--- src/rtl/config_pkg.sv ---
// Shared widths and types for the operand path.
package config_pkg;

  localparam int unsigned ADDR_W   = 16;
  localparam int unsigned DATA_W   = 32;
  localparam int unsigned OF_DEPTH = 4;

  typedef logic [ADDR_W-1:0] addr_t;
  typedef logic [DATA_W-1:0] data_t;

endpackage

--- src/rtl/sync_fifo.sv ---
// Synchronous FIFO with extra-MSB pointers. The head is gated to zero when empty.
module sync_fifo #(
  parameter type         T     = logic [7:0],
  parameter int unsigned DEPTH = 4
) (
  input  logic clk_i,
  input  logic rst_i,
  input  logic push_i,
  input  T     push_data_i,
  input  logic pop_i,
  output logic full_o,
  output logic empty_o,
  output T     head_o
);

  localparam int unsigned PTR_W = $clog2(DEPTH);
  localparam logic [PTR_W:0] PtrOne = (PTR_W + 1)'(1);

  logic [PTR_W:0] wptr_q, wptr_d, rptr_q, rptr_d;
  logic           do_push, do_pop;
  T               mem_q [DEPTH];

  // Status flags, guarded push/pop and next pointer values
  always_comb begin
    empty_o = (wptr_q == rptr_q);
    full_o  = (wptr_q[PTR_W] != rptr_q[PTR_W]) &&
              (wptr_q[PTR_W-1:0] == rptr_q[PTR_W-1:0]);
    do_push = push_i && !full_o;
    do_pop  = pop_i && !empty_o;
    wptr_d  = do_push ? wptr_q + PtrOne : wptr_q;
    rptr_d  = do_pop ? rptr_q + PtrOne : rptr_q;
    head_o  = '0;
    if (!empty_o) head_o = mem_q[rptr_q[PTR_W-1:0]];
  end

  // Pointer registers
  always_ff @(posedge clk_i) begin
    if (rst_i) begin
      wptr_q <= '0;
      rptr_q <= '0;
    end else begin
      wptr_q <= wptr_d;
      rptr_q <= rptr_d;
    end
  end

  // Storage needs no reset; the head is masked while empty
  always_ff @(posedge clk_i) begin
    if (do_push) mem_q[wptr_q[PTR_W-1:0]] <= push_data_i;
  end

endmodule

--- src/rtl/operand_fetch.sv ---
// Issues one memory read per accepted address and returns the data in order.
// Credits cover pending request + outstanding reads + buffered words, so the
// non-back-pressurable response stream can never overflow the buffer.
module operand_fetch
  import config_pkg::*;
#(
  parameter int unsigned DEPTH = OF_DEPTH
) (
  input  logic  clk_i,
  input  logic  rst_i,
  input  addr_t rd_addr_i,
  input  logic  rd_addr_valid_i,
  output logic  rd_addr_ready_o,
  output logic  mem_req_o,
  output addr_t mem_addr_o,
  input  logic  mem_gnt_i,
  input  logic  mem_rvalid_i,
  input  data_t mem_rdata_i,
  output data_t data_o,
  output logic  data_valid_o,
  input  logic  data_ready_i,
  output logic  err_o
);

  localparam int unsigned CNT_W = $clog2(DEPTH + 1);
  localparam logic [CNT_W-1:0] CntMax = CNT_W'(DEPTH);
  localparam logic [CNT_W-1:0] CntOne = CNT_W'(1);

  logic             mem_req_q, mem_req_d;
  addr_t            mem_addr_q, mem_addr_d;
  logic [CNT_W-1:0] credits_q, credits_d;
  logic [CNT_W-1:0] outst_q, outst_d;
  logic             err_q, err_d;
  logic             accept, pop, issue, push, fifo_full, fifo_empty;

  sync_fifo #(
    .T     (data_t),
    .DEPTH (DEPTH)
  ) u_rsp_fifo (
    .clk_i       (clk_i),
    .rst_i       (rst_i),
    .push_i      (push),
    .push_data_i (mem_rdata_i),
    .pop_i       (pop),
    .full_o      (fifo_full),
    .empty_o     (fifo_empty),
    .head_o      (data_o)
  );

  // Handshake decode; a pop frees its credit for an accept in the same cycle
  always_comb begin
    data_valid_o    = !fifo_empty;
    pop             = data_valid_o && data_ready_i;
    issue           = mem_req_q && mem_gnt_i;
    push            = mem_rvalid_i && (outst_q != '0);
    rd_addr_ready_o = !rst_i && ((credits_q < CntMax) || pop) && (!mem_req_q || mem_gnt_i);
    accept          = rd_addr_valid_i && rd_addr_ready_o;
    mem_req_o       = mem_req_q;
    mem_addr_o      = mem_addr_q;
    err_o           = err_q;
  end

  // Next state for request register, counters and sticky error
  always_comb begin
    mem_req_d  = mem_req_q;
    mem_addr_d = mem_addr_q;
    if (accept) begin
      mem_req_d  = 1'b1;
      mem_addr_d = rd_addr_i;
    end else if (issue) begin
      mem_req_d  = 1'b0;
    end

    credits_d = credits_q;
    if (accept && !pop)      credits_d = credits_q + CntOne;
    else if (!accept && pop) credits_d = credits_q - CntOne;

    outst_d = outst_q;
    if (issue && !push)      outst_d = outst_q + CntOne;
    else if (!issue && push) outst_d = outst_q - CntOne;

    // A response with nothing outstanding is dropped and flagged
    err_d = err_q || (mem_rvalid_i && (outst_q == '0));
  end

  // State registers
  always_ff @(posedge clk_i) begin
    if (rst_i) begin
      mem_req_q  <= 1'b0;
      mem_addr_q <= '0;
      credits_q  <= '0;
      outst_q    <= '0;
      err_q      <= 1'b0;
    end else begin
      mem_req_q  <= mem_req_d;
      mem_addr_q <= mem_addr_d;
      credits_q  <= credits_d;
      outst_q    <= outst_d;
      err_q      <= err_d;
    end
  end

  a_credits_bound: assert property (@(posedge clk_i) disable iff (rst_i)
    credits_q <= CntMax);
  a_no_push_full: assert property (@(posedge clk_i) disable iff (rst_i)
    !(push && fifo_full));
  a_req_stable: assert property (@(posedge clk_i) disable iff (rst_i)
    (mem_req_q && !mem_gnt_i) |=> (mem_req_q && $stable(mem_addr_q)));

endmodule

--- config.mk ---
export PLATFORM = sky130hd
export DESIGN_NAME = operand_fetch
export DESIGN_NICKNAME = d
export VERILOG_FILES = /design/src/rtl/config_pkg.sv /design/src/rtl/sync_fifo.sv /design/src/rtl/operand_fetch.sv
export SDC_FILE = /design/constraint.sdc
export NUM_CORES = 1
export LEC_CHECK = 0
export BUFFER_PORTS_ARGS = -buffer_cell sky130_fd_sc_hd__buf_2
export CAP_MARGIN = 20
export CORE_MARGIN = 2
export CORE_UTILIZATION = 56
export CTS_CLUSTER_DIAMETER = 100
export CTS_CLUSTER_SIZE = 40
export DETAILED_ROUTE_END_ITERATION = 6
export PLACE_DENSITY = 0.89
export SLEW_MARGIN = 20
export SYNTH_ARGS = -nofsm -noshare
export SYNTH_HDL_FRONTEND = slang
export SYNTH_SLANG_ARGS = --single-unit
export TNS_END_PERCENT = 30
--- constraint.sdc ---
create_clock -name clk_i -period 4.43 [get_ports clk_i]
set_input_delay 0.6645 -clock clk_i [delete_from_list [all_inputs] [get_ports clk_i]]
set_output_delay 0.6645 -clock clk_i [all_outputs]
set_load 0.05 [all_outputs]
; Word level (Yosys, flattened, before mapping)
; Memory sizes are Yosys's and may differ from the RTL's. A register that Yosys moved wholly into a read port is not among the register bits.
; Cells that the tools add are included.
[word_totals]
reg_bits = 30
ramBits = 128
wordCells = 59
mem_count = 1
[mem_list]
columns = memory, words, width, read_ports, rd_clocked_by_memory_dff, write_ports, line
row1 = u_rsp_fifo.mem_q, 4, 32, 1, 1, 1, sync_fifo.sv:21  ; T mem_q [DEPTH];
[op_classes]
addsub = 6
n_lt_le_gt_ge = 1
n_eq_ne = 3
mux = 11
n_reduce_logical = 30
[ops]
columns = operator, n
row1 = $mux W32, 1
row2 = $logic_and A1 B1 Y1, 14
row3 = $add A3 B1 Y3 const B, 4
row4 = $mux W3, 4
row5 = $logic_not A1 Y1, 8
row6 = $reduce_bool A2 Y1, 3
row7 = $sub A3 B1 Y3 const B, 2
row8 = $mux W1, 4
row9 = $mux W2, 2
row10 = $eq A3 B3 Y1, 1
row11 = $logic_not A3 Y1, 1
row12 = $logic_or A1 B1 Y1, 3
row13 = $lt A3 B3 Y1 const B, 1
row14 = $reduce_bool A3 Y1, 1
row15 = $eq A2 B2 Y1, 1
row16 = $ne A1 B1 Y1, 1

; Logic depth before layout (Yosys ltp)
; Gate-level depths: netlist of the first run.
[depth]
depth_word = 11
ltp_mapped = 11
mapped_depth_nobuf = 10

; By module
; From an unflattened synthesis of the first run, not the netlist that was laid out.
[unflattened]
cells_unflattened = 368
hier_area_um2 = 6493.7
[by_module_without_submodules]
columns = mod, n_inst, cells_per_inst, area_each_um2, seq_area_each_um2
row1 = sync_fifo, 1, 271, 5392.7, 4003.8
row2 = operand_fetch, 1, 97, 1101.1, 480.5

; Worst setup path before layout of the first run
; Ideal clock, no wire load.
[synth_path]
path_type = input port to flip-flop
start = input mem_rvalid_i
end = memory u_rsp_fifo.mem_q[3][0] (netlist bit) (enable)
setup_time_ns = 0.485
arrival_time_ns = 3.401
setup_slack_ns = 0.544
cell_stages = 2
path_buffers = 0
path_cell_list = o31ai_1 > a311oi_1
[synth_between]
elab_chain_len = 4
[synth_rtl]
columns = element, line
row1 = start: declaration, operand_fetch.sv:17  ; input logic mem_rvalid_i,
row2 = $logic_and A1 B1 Y1, operand_fetch.sv:55  ; push = mem_rvalid_i && (outst_q != '0);
row3 = $logic_and A1 B1 Y1, sync_fifo.sv:28  ; do_push = push_i && !full_o;
row4 = $mux W1, sync_fifo.sv:49  ; if (do_push) mem_q[wptr_q[PTR_W-1:0]] <= push_data_i;
row5 = $mux W1 (implied by the code), sync_fifo.sv:49
row6 = end: declaration, sync_fifo.sv:21
; Every way passes these cells.

==> results.md, run 1 <==
- Status: completed
- Switching power: 0.00218 W
- DIE AREA: 12,100 um^2
- Post-Synth Simple-Gate Area: 0.0679
- Count of pins over their slew limit: 0
- Total power: 0.00554 W
- Flops & latches, synth: 160
- Skew final: about 0.016 ns
- Fillcell total: 708
- RSZ-0062 raised after global routing: false
- CP max stage cell: dfxtp_2
- Complex-gate fraction of the synthesized area: 0.0149
- Setup CP Type: reg2out
- Drt wl/cell: 18.9 um
- Final setup violation count: 0
- Initial DRC count: 165
- Core footprint: 10,900 um^2
- First-pass GRT wire length: 17,600 um
- Avg Cell Area, Syn: 18.5 um^2
- CTS tree: yes
- H-tree depth: 4
- WP buf/inv: 2
- Final WS setup: approximately 1.3 ns
- Seq/Total Area, Yosys: 0.710
- Clock-pin slew on the worst setup and hold paths: roughly 0.07 ns
- CP required: 3.77 ns
- Via Count: 3,342
- Worst slew pin tran: between 0.9 and 1 ns
- IO buf count: 105
- Longest Clk Path Bufs: 2
- Largest net degree at the start of global routing: 34
- Fmax: 323 MHz
- # DRC: 0
- Largest family of logic cells by synthesized area: multiplexers
- Routed vias/inst: 5.50
- # diodes: 0
- Ratio of cells with drive above 1 in the final layout: 0.425
- Pre-CTS setup slack: roughly 1.4 ns
- Final hold violations: 0
- Max-cap violation count: 0
- Global router's overall resource usage: 0.201
- Max incr delay on CP: 0.75 ns
- Area Overhead vs Synth: 20.4%
- Logic pwr share: 0.378
- CTS Hold Bufs: 0
- Power Density: 728 nW/um^2
- Final setup TNS: 0 ns
- CP delay by family, top: flip-flops
- CP endpoint kind: output pin
- Internal: 0.00336 W
- Die Y: 110 um
- P_leak: 2.87 nW
- Worst Hold Class: in2reg
- Hold Worst Slack: 0.460 ns
- GR Overflow Total: 0
- Root buf cell: clkbuf_16
- Final Cell Area: 7610 um^2
- Worst-Skew Late Latency: 0.42 ns
- Routed Antenna Nets: 0
- XOR/XNOR Fraction of Synth Area: 0.0164
- Post-Syn Instances: between 300 and 400
- Mapped Nets: 404
- Post_cts resized: 0
- Die Span X: 110 um
- Number of buffers created by CTS: 17
- Vias in the first global route: 3,508
- Post-DP HPWL: a little over 7000 um
- Type of origin of the critical path: flop
- Post-Synth Adder-Cell Area: 0.0202
- Cell Rows: 38
- Period utilisation layout: 0.698
- Tightest slew margin relative to the limit: 0.396
- Tmin final: 3.09 ns
- I/O pins: 106
- Post-synth cell types: 32
- Clock sink count: between 150 and 200
- Most frequent cells in the layout: edfxtp_1 (128), buf_2 (105), and2_1 (33)
- Leading cell type in the layout, fill and taps excluded: edfxtp_1
- Final wirelength: 11,500 um
- Power share of the clock group: 0.262
- Synthesized area: between 6000 and 7000 um^2
- Starting Density: 0.578
- Multiplexer area fraction after synthesis: 0.154
- Placer Congestion: 0.771
- CP cell instances: buf_4, mux4_2, and2_1, buf_2
- Critical-path maximum fanout: 18
- Synth warn: 0
- Placed Area: 7000 um^2
- Setup Buffers After CTS: 0
- Nets: 518
- Sequential power share: 0.360
- Peak supply drop: 0.000612 V
- Initial antenna violation count: 1
- Worst EP arrival: 2.43 ns
- Detailed Routing Iterations Pass 1: 4
- Sw Share: 0.393
-- synth_stat cells (all sizes together) --
library cell	instances	area, um^2
mux2i	4	40.0
or3	3	18.8
nor3	1	5.00
nand3	2	22.5
a31oi	1	6.26
nand4	1	12.5
a311oi	1	8.76
nor2b	16	100
and2	36	225
inv	9	33.8
buf	6	38.8
o31ai	1	7.51
mux4	32	721
xnor2	5	51.3
dfxtp	32	641
fa	2	40.0
mux2	16	214
a31o	1	8.76
o21ai	3	15.0
nor2	12	45.0
edfxtp	128	3840
a21boi	2	15.0
a21oi	5	25.0
clkbuf	8	30.0
a22oi	1	7.51
ha	7	87.6
xor2	6	52.6
-- routing by layer --
metal  up-vias  global-route usage  routed length [um]
li1       1530                   -                   -
met1      1681               0.232                4510
met2       121               0.345                6030
met3        10              0.0747                 833
met4         0              0.0705                 104
met5         -                   0                   0
-- final timing paths --
kind	start	to	slack, ns	depth (start not counted)
max	flop	data_o[0]	1.34	4
min	mem_rdata_i[4]	u_rsp_fifo.mem_q[3][4]	0.46	1
max reg2reg	u_rsp_fifo.wptr_q[0]	credits_q[2]	1.83	10
min reg2reg	err_o	err_o	0.47	2
-- kinds of logic (layout without fill, tap and decap cells) --
logic type | count (synthesis) | after routing
flip-flops | 160 | 160
AO/OA/AOI/OAI | 15 | 15
adder cells (fa/ha/maj) | 9 | 9
buffers and inverters | 23 | 150
XOR/XNOR | 11 | 11
AND/OR/NAND/NOR | 71 | 71
multiplexers | 52 | 52
-- worst reg2reg max path, delay by kind of cell (launching register included) --
kind | cells | cell delay (ns)
buf+inv | 2 | 0.20
xor+xnor | 2 | 0.42
simple gates | 3 | 0.76
flops | 1 | 0.45
compound gates | 1 | 0.14
fa+ha+maj | 2 | 0.56
-- flip-flops by register name, summed over array words and instances, names as in the netlist, named ones only --
signal / count
credits_q: 3
mem_req_o: 1
u_rsp_fifo.wptr_q: 3
u_rsp_fifo.mem_q: 128
mem_addr_o: 16
outst_q: 3
err_o: 1
u_rsp_fifo.rptr_q: 3
-- layout make-up --
type,instances,area (um^2),area share
Sequential cell,160,4490,0.590
Tap cell,140,175,0.0230
Multi-Input combinational cell,158,1750,0.230
Clock buffer,20,500,0.0658
Timing Repair Buffer,109,556,0.0730
Inverter,9,33.8,0.00444
Clock inverter,12,105,0.0138
-- stage by stage --
step | std cells | utilization
CTS | 608 | 0.696
finish | 608 | 0.696
global route | 608 | 0.696
floorplan | 341 | -
detailed placement | 576 | 0.640
global placement | 576 | 0.640
-- power groups by stage --
| stage | registers, W | clock network [W] | logic (W) |
|---|---|---|---|
| 2_1_floorplan | 0.00207 | 0 | 0.00157 |
| 3_3_place_gp | 0.00201 | 0 | 0.00207 |
| 3_5_place_dp | 0.00203 | 0 | 0.00211 |
| 4_1_cts | 0.00200 | 0.00148 | 0.00212 |
| 5_1_grt | 0.00203 | 0.00154 | 0.00222 |
| 6_report | 0.00200 | 0.00145 | 0.00209 |
(Power assumes the default switching activity.)
==> inputs of run 2 (changes only) <==
--- a/config.mk
+++ b/config.mk
@@ -5,14 +5,15 @@
 export SDC_FILE = /design/constraint.sdc
 export NUM_CORES = 1
 export LEC_CHECK = 0
+export ABC_AREA = 1
 export BUFFER_PORTS_ARGS = -buffer_cell sky130_fd_sc_hd__buf_2
 export CAP_MARGIN = 20
 export CORE_MARGIN = 2
-export CORE_UTILIZATION = 56
+export CORE_UTILIZATION = 51
 export CTS_CLUSTER_DIAMETER = 100
 export CTS_CLUSTER_SIZE = 40
 export DETAILED_ROUTE_END_ITERATION = 6
-export PLACE_DENSITY = 0.89
+export PLACE_DENSITY = 0.86
 export SLEW_MARGIN = 20
 export SYNTH_ARGS = -nofsm -noshare
 export SYNTH_HDL_FRONTEND = slang
==> constraint.sdc (replaced) <==
create_clock -name clk_i -period 2.65 [get_ports clk_i]
set_input_delay 0.3975 -clock clk_i [delete_from_list [all_inputs] [get_ports clk_i]]
set_output_delay 0.3975 -clock clk_i [all_outputs]
set_load 0.05 [all_outputs]
==> run 2 against run 1 <==
Effect of this change: sequential share of layout area is 3.3 points lower; combinational power is 120% higher; sequential power is 64% higher; first-iteration DRC count is 120% higher; setup slack worse by 1.2 ns; via count is 41% higher.
==> results.md, run 2 <==
- Status: completed
- P_leak: 3.44 nW (+20%)
- Final WS setup: 0.174 ns (-1.16 ns)
- Final setup TNS: 0 ns (unchanged)
- Die Span X: 119 um (+7.6%)
- Synthesized area: 6700 um^2 (+6.1%)
- Post-Syn Instances: 622 (+82%)
- Core footprint: 12,700 um^2 (+16%)
- GR Overflow Total: 0 (unchanged)
- # DRC: 0 (unchanged)
- Starting Density: 0.527 (-0.0509)
- Register-to-Register Setup Slack: 0.46 ns (-1.37 ns)
- Beginning of the worst register-to-register path: u_rsp_fifo.wptr_q[1]
- First-pass GRT wire length: 21,600 um (+23%)
- Post_cts resized: 0 (unchanged)
- DIE AREA: 14,100 um^2 (+16%)
- Post-synth top area share: 0.574 (-0.0349)
- Number of buffers created by CTS: 17 (unchanged)
- Avg Cell Area, Syn: 10.8 um^2 (-42%)
- Ratio of cells with drive above 1 in the final layout: 0.239 (-0.186)
- Detailed Routing Iterations Pass 1: 5 (+1)
- I/O pins: 106 (unchanged)
- Hold endpoint: u_rsp_fifo.mem_q[2][4]
- Synth cell count leaders: edfxtp_1 (128), nor2_1 (120), inv_1 (98)
- Final wirelength: 13,300 um (+15%)
- CP endpoint kind: output pin
- Drt wl/cell: 14.5 um (-23%)
- Post-DP HPWL: 8160 um (+15%)
- Routed Antenna Nets: 0 (unchanged)
- Logic pwr share: 0.448 (+0.070)
- Fillcell total: 989 (+40%)
- Sw Share: 0.453 (+0.0591)
- Worst EP arrival: 2.08 ns (-0.35 ns)
- Pre-CTS setup slack: 0.459 ns (-0.928 ns)
- Initial DRC count: 357 (+120%)
- Synth area leaders: edfxtp_1 (57%), dfxtp_1 (9.6%), nor2_1 (6.7%)
- Period utilisation layout: 0.934
- Switching power: 0.00458 W (+110%)
- Via Count: 4,705 (+41%)
- Power share of the clock group: 0.228 (-0.034)
- Worst slew pin tran: 0.704 ns (-0.201 ns)
- Post-synth cell types: 29 (-9.4%)
- RSZ-0062 raised after global routing: false
- Hold Crit Start: mem_rdata_i[4]
- IO buf count: 105 (unchanged)
- Worst reg2reg path depth: 16 (+6)
- Post-synth EDFFs: 128 (unchanged)
- Seq/Total Area, Yosys: 0.669 (-0.0407)
- Final Util: 0.633 (-0.0622)
- Hold Worst Slack: 0.197 ns (-0.263 ns)
- Leading cell type in the layout, fill and taps excluded: edfxtp_1
- Synth warn: 0 (unchanged)
- Placer Congestion: 0.778 (+0.91%)
- Tightest slew margin relative to the limit: 0.530 (+0.134)
- Peak supply drop: 0.000723 V (+18%)
- Worst Hold Path Cells: 1 (unchanged)
- Type of origin of the critical path: flop
- Worst-Skew Late Latency: 0.42 ns (about the same)
- Fmax: 404 MHz
- Clock sink count: 160 (unchanged)
- H-tree depth: 4 (unchanged)
- Longest Clk Path Bufs: 2 (unchanged)
- CTS Hold Bufs: 0 (unchanged)
- Tmin final: roughly 2.5 ns
- CTS tree: yes
- Root buf cell: clkbuf_16
- Most frequent cells in the layout: edfxtp_1 (128), nor2_1 (116), buf_2 (105)
- Largest net degree at the start of global routing: 65 (+91%)
- Die Y: 119 um (+7.6%)
- Sequential power share: 0.325 (-0.035)
- Worst Hold Class: in2reg
- Final hold violations: 0 (unchanged)
- Vias in the first global route: 4,513 (+29%)
- Worst reg2reg endpoint: credits_q[2]
- Routed vias/inst: 5.15 (-6.3%)
- Global router's overall resource usage: 0.194 (-0.00647)
- Main flop type after synthesis: edfxtp_1
- Clock-pin slew on the worst setup and hold paths: 0.06 ns (about the same)
- Initial antenna violation count: 2 (+1)
- Nets: 790 (+53%)
- Count of pins over their slew limit: 0 (unchanged)
- CP required: 2.25 ns (-1.52 ns)
- Setup CP Type: reg2out
- Async SR Flop Fraction: 0 (unchanged)
- Flops & latches, synth: 160 (unchanged)
- Power Density: 1260 nW/um^2 (+72%)
- Skew final: 0.00774 ns (-0.00867 ns)
- Setup Buffers After CTS: 0 (unchanged)
- Final setup violation count: 0 (unchanged)
- Cell Rows: 41 (+7.9%)
- Max-cap violation count: 0 (unchanged)
- Synth area leader: edfxtp_1
- Most frequent cell after synthesis: edfxtp_1
- Critical-path maximum fanout: 50 (+32)
- Area Overhead vs Synth: 20.3%
- Mapped Nets: 685 (+70%)
- Max reg flops: 128 (unchanged)
- Internal: 0.00554 W (+65%)
## run 2: cell count changes in the layout (fill, tap and decap cells not counted), moves of 10 or more
| cell | change |
|---|---|
| inv_1 | +89 |
| nor2_1 | +104 |
| o32ai_1 | +32 |
| and2_1 | -33 |
| nand2_1 | +70 |
| o21ai_0 | +41 |
| nor2b_1 | -16 |
| nand4_1 | +16 |
| mux4_2 | -32 |
| nand2_2 | +10 |
## run 2: worst max-delay path: stages, from the launching register on
cell and delay (ns):
dfxtp_2 0.32, inv_2 0.23, buf_12 0.27, nor2_1 0.08, o32ai_1 0.27, nand2_1 0.12
inv_1 0.08, buf_2 0.25
## run 2: layer usage
| metal | vias to the layer above | share of wire | track usage |
|---|---|---|---|
| li1 | 2301 | - | - |
| met1 | 2225 | 0.42 | 0.244 |
| met2 | 164 | 0.49 | 0.319 |
| met3 | 15 | 0.082 | 0.0753 |
| met4 | 0 | 0.0081 | 0.0469 |
| met5 | - | 0 | 0 |
## run 2: power by group through the flow
stage	sequential (W)	clock [W]	combinational (W)
after detailed placement	0.00333	0	0.00454
after global routing	0.00332	0.00245	0.00490
final	0.00329	0.00230	0.00453
after global placement	0.00332	0	0.00446
after CTS	0.00329	0.00235	0.00456
after floorplan	0.00341	0	0.00335
## run 2: final cells by class
cell class                      count  area (um^2)  area share
Multi-Input combinational cell    326         1720       0.214
Sequential cell                   160         4490       0.557
Antenna cell                        2         5.00    0.000621
Timing Repair Buffer              116          662      0.0821
Inverter                          106          398      0.0494
Clock inverter                     14          129      0.0160
Clock buffer                       18          439      0.0545
Tap cell                          172          215      0.0267
## run 2: through the flow
| stage | power (W) | instance area, um^2 | cells |
|---|---|---|---|
| global placement | 0.00778 | 7480 | 880 |
| detailed placement | 0.00787 | 7480 | 880 |
| CTS | 0.0102 | 8050 | 912 |
| floorplan | 0.00677 | 6700 | 622 |
| global route | 0.0107 | 8050 | 912 |
| finish | 0.0101 | 8060 | 914 |
## run 2: worst max path at each step
stage / start / end / slack, ns / cells past startpoint
after global placement: u_rsp_fifo.wptr_q[0] / credits_q[2] / 0.56 / 16
after detailed placement: u_rsp_fifo.wptr_q[1] / credits_q[2] / 0.46 / 16
after floorplan: outst_q[0] / u_rsp_fifo.mem_q[0][0] / 0.05 / 4
final: flop / data_o[28] / 0.17 / 7
after CTS: flop / data_o[4] / 0.05 / 6
after global routing: flop / data_o[16] / 0.04 / 7
## run 2: logic make-up (layout without fill, tap and decap cells)
kind of cell	after synthesis	count (layout)	share of synthesized area
flip-flops	160	160	0.669
AND/OR/NAND/NOR	224	224	0.144
XOR/XNOR	1	1	0.00131
adder cells (fa/ha/maj)	9	9	0.0190
AO/OA/AOI/OAI	92	92	0.0883
other	0	2	0
buffers and inverters	136	254	0.0779
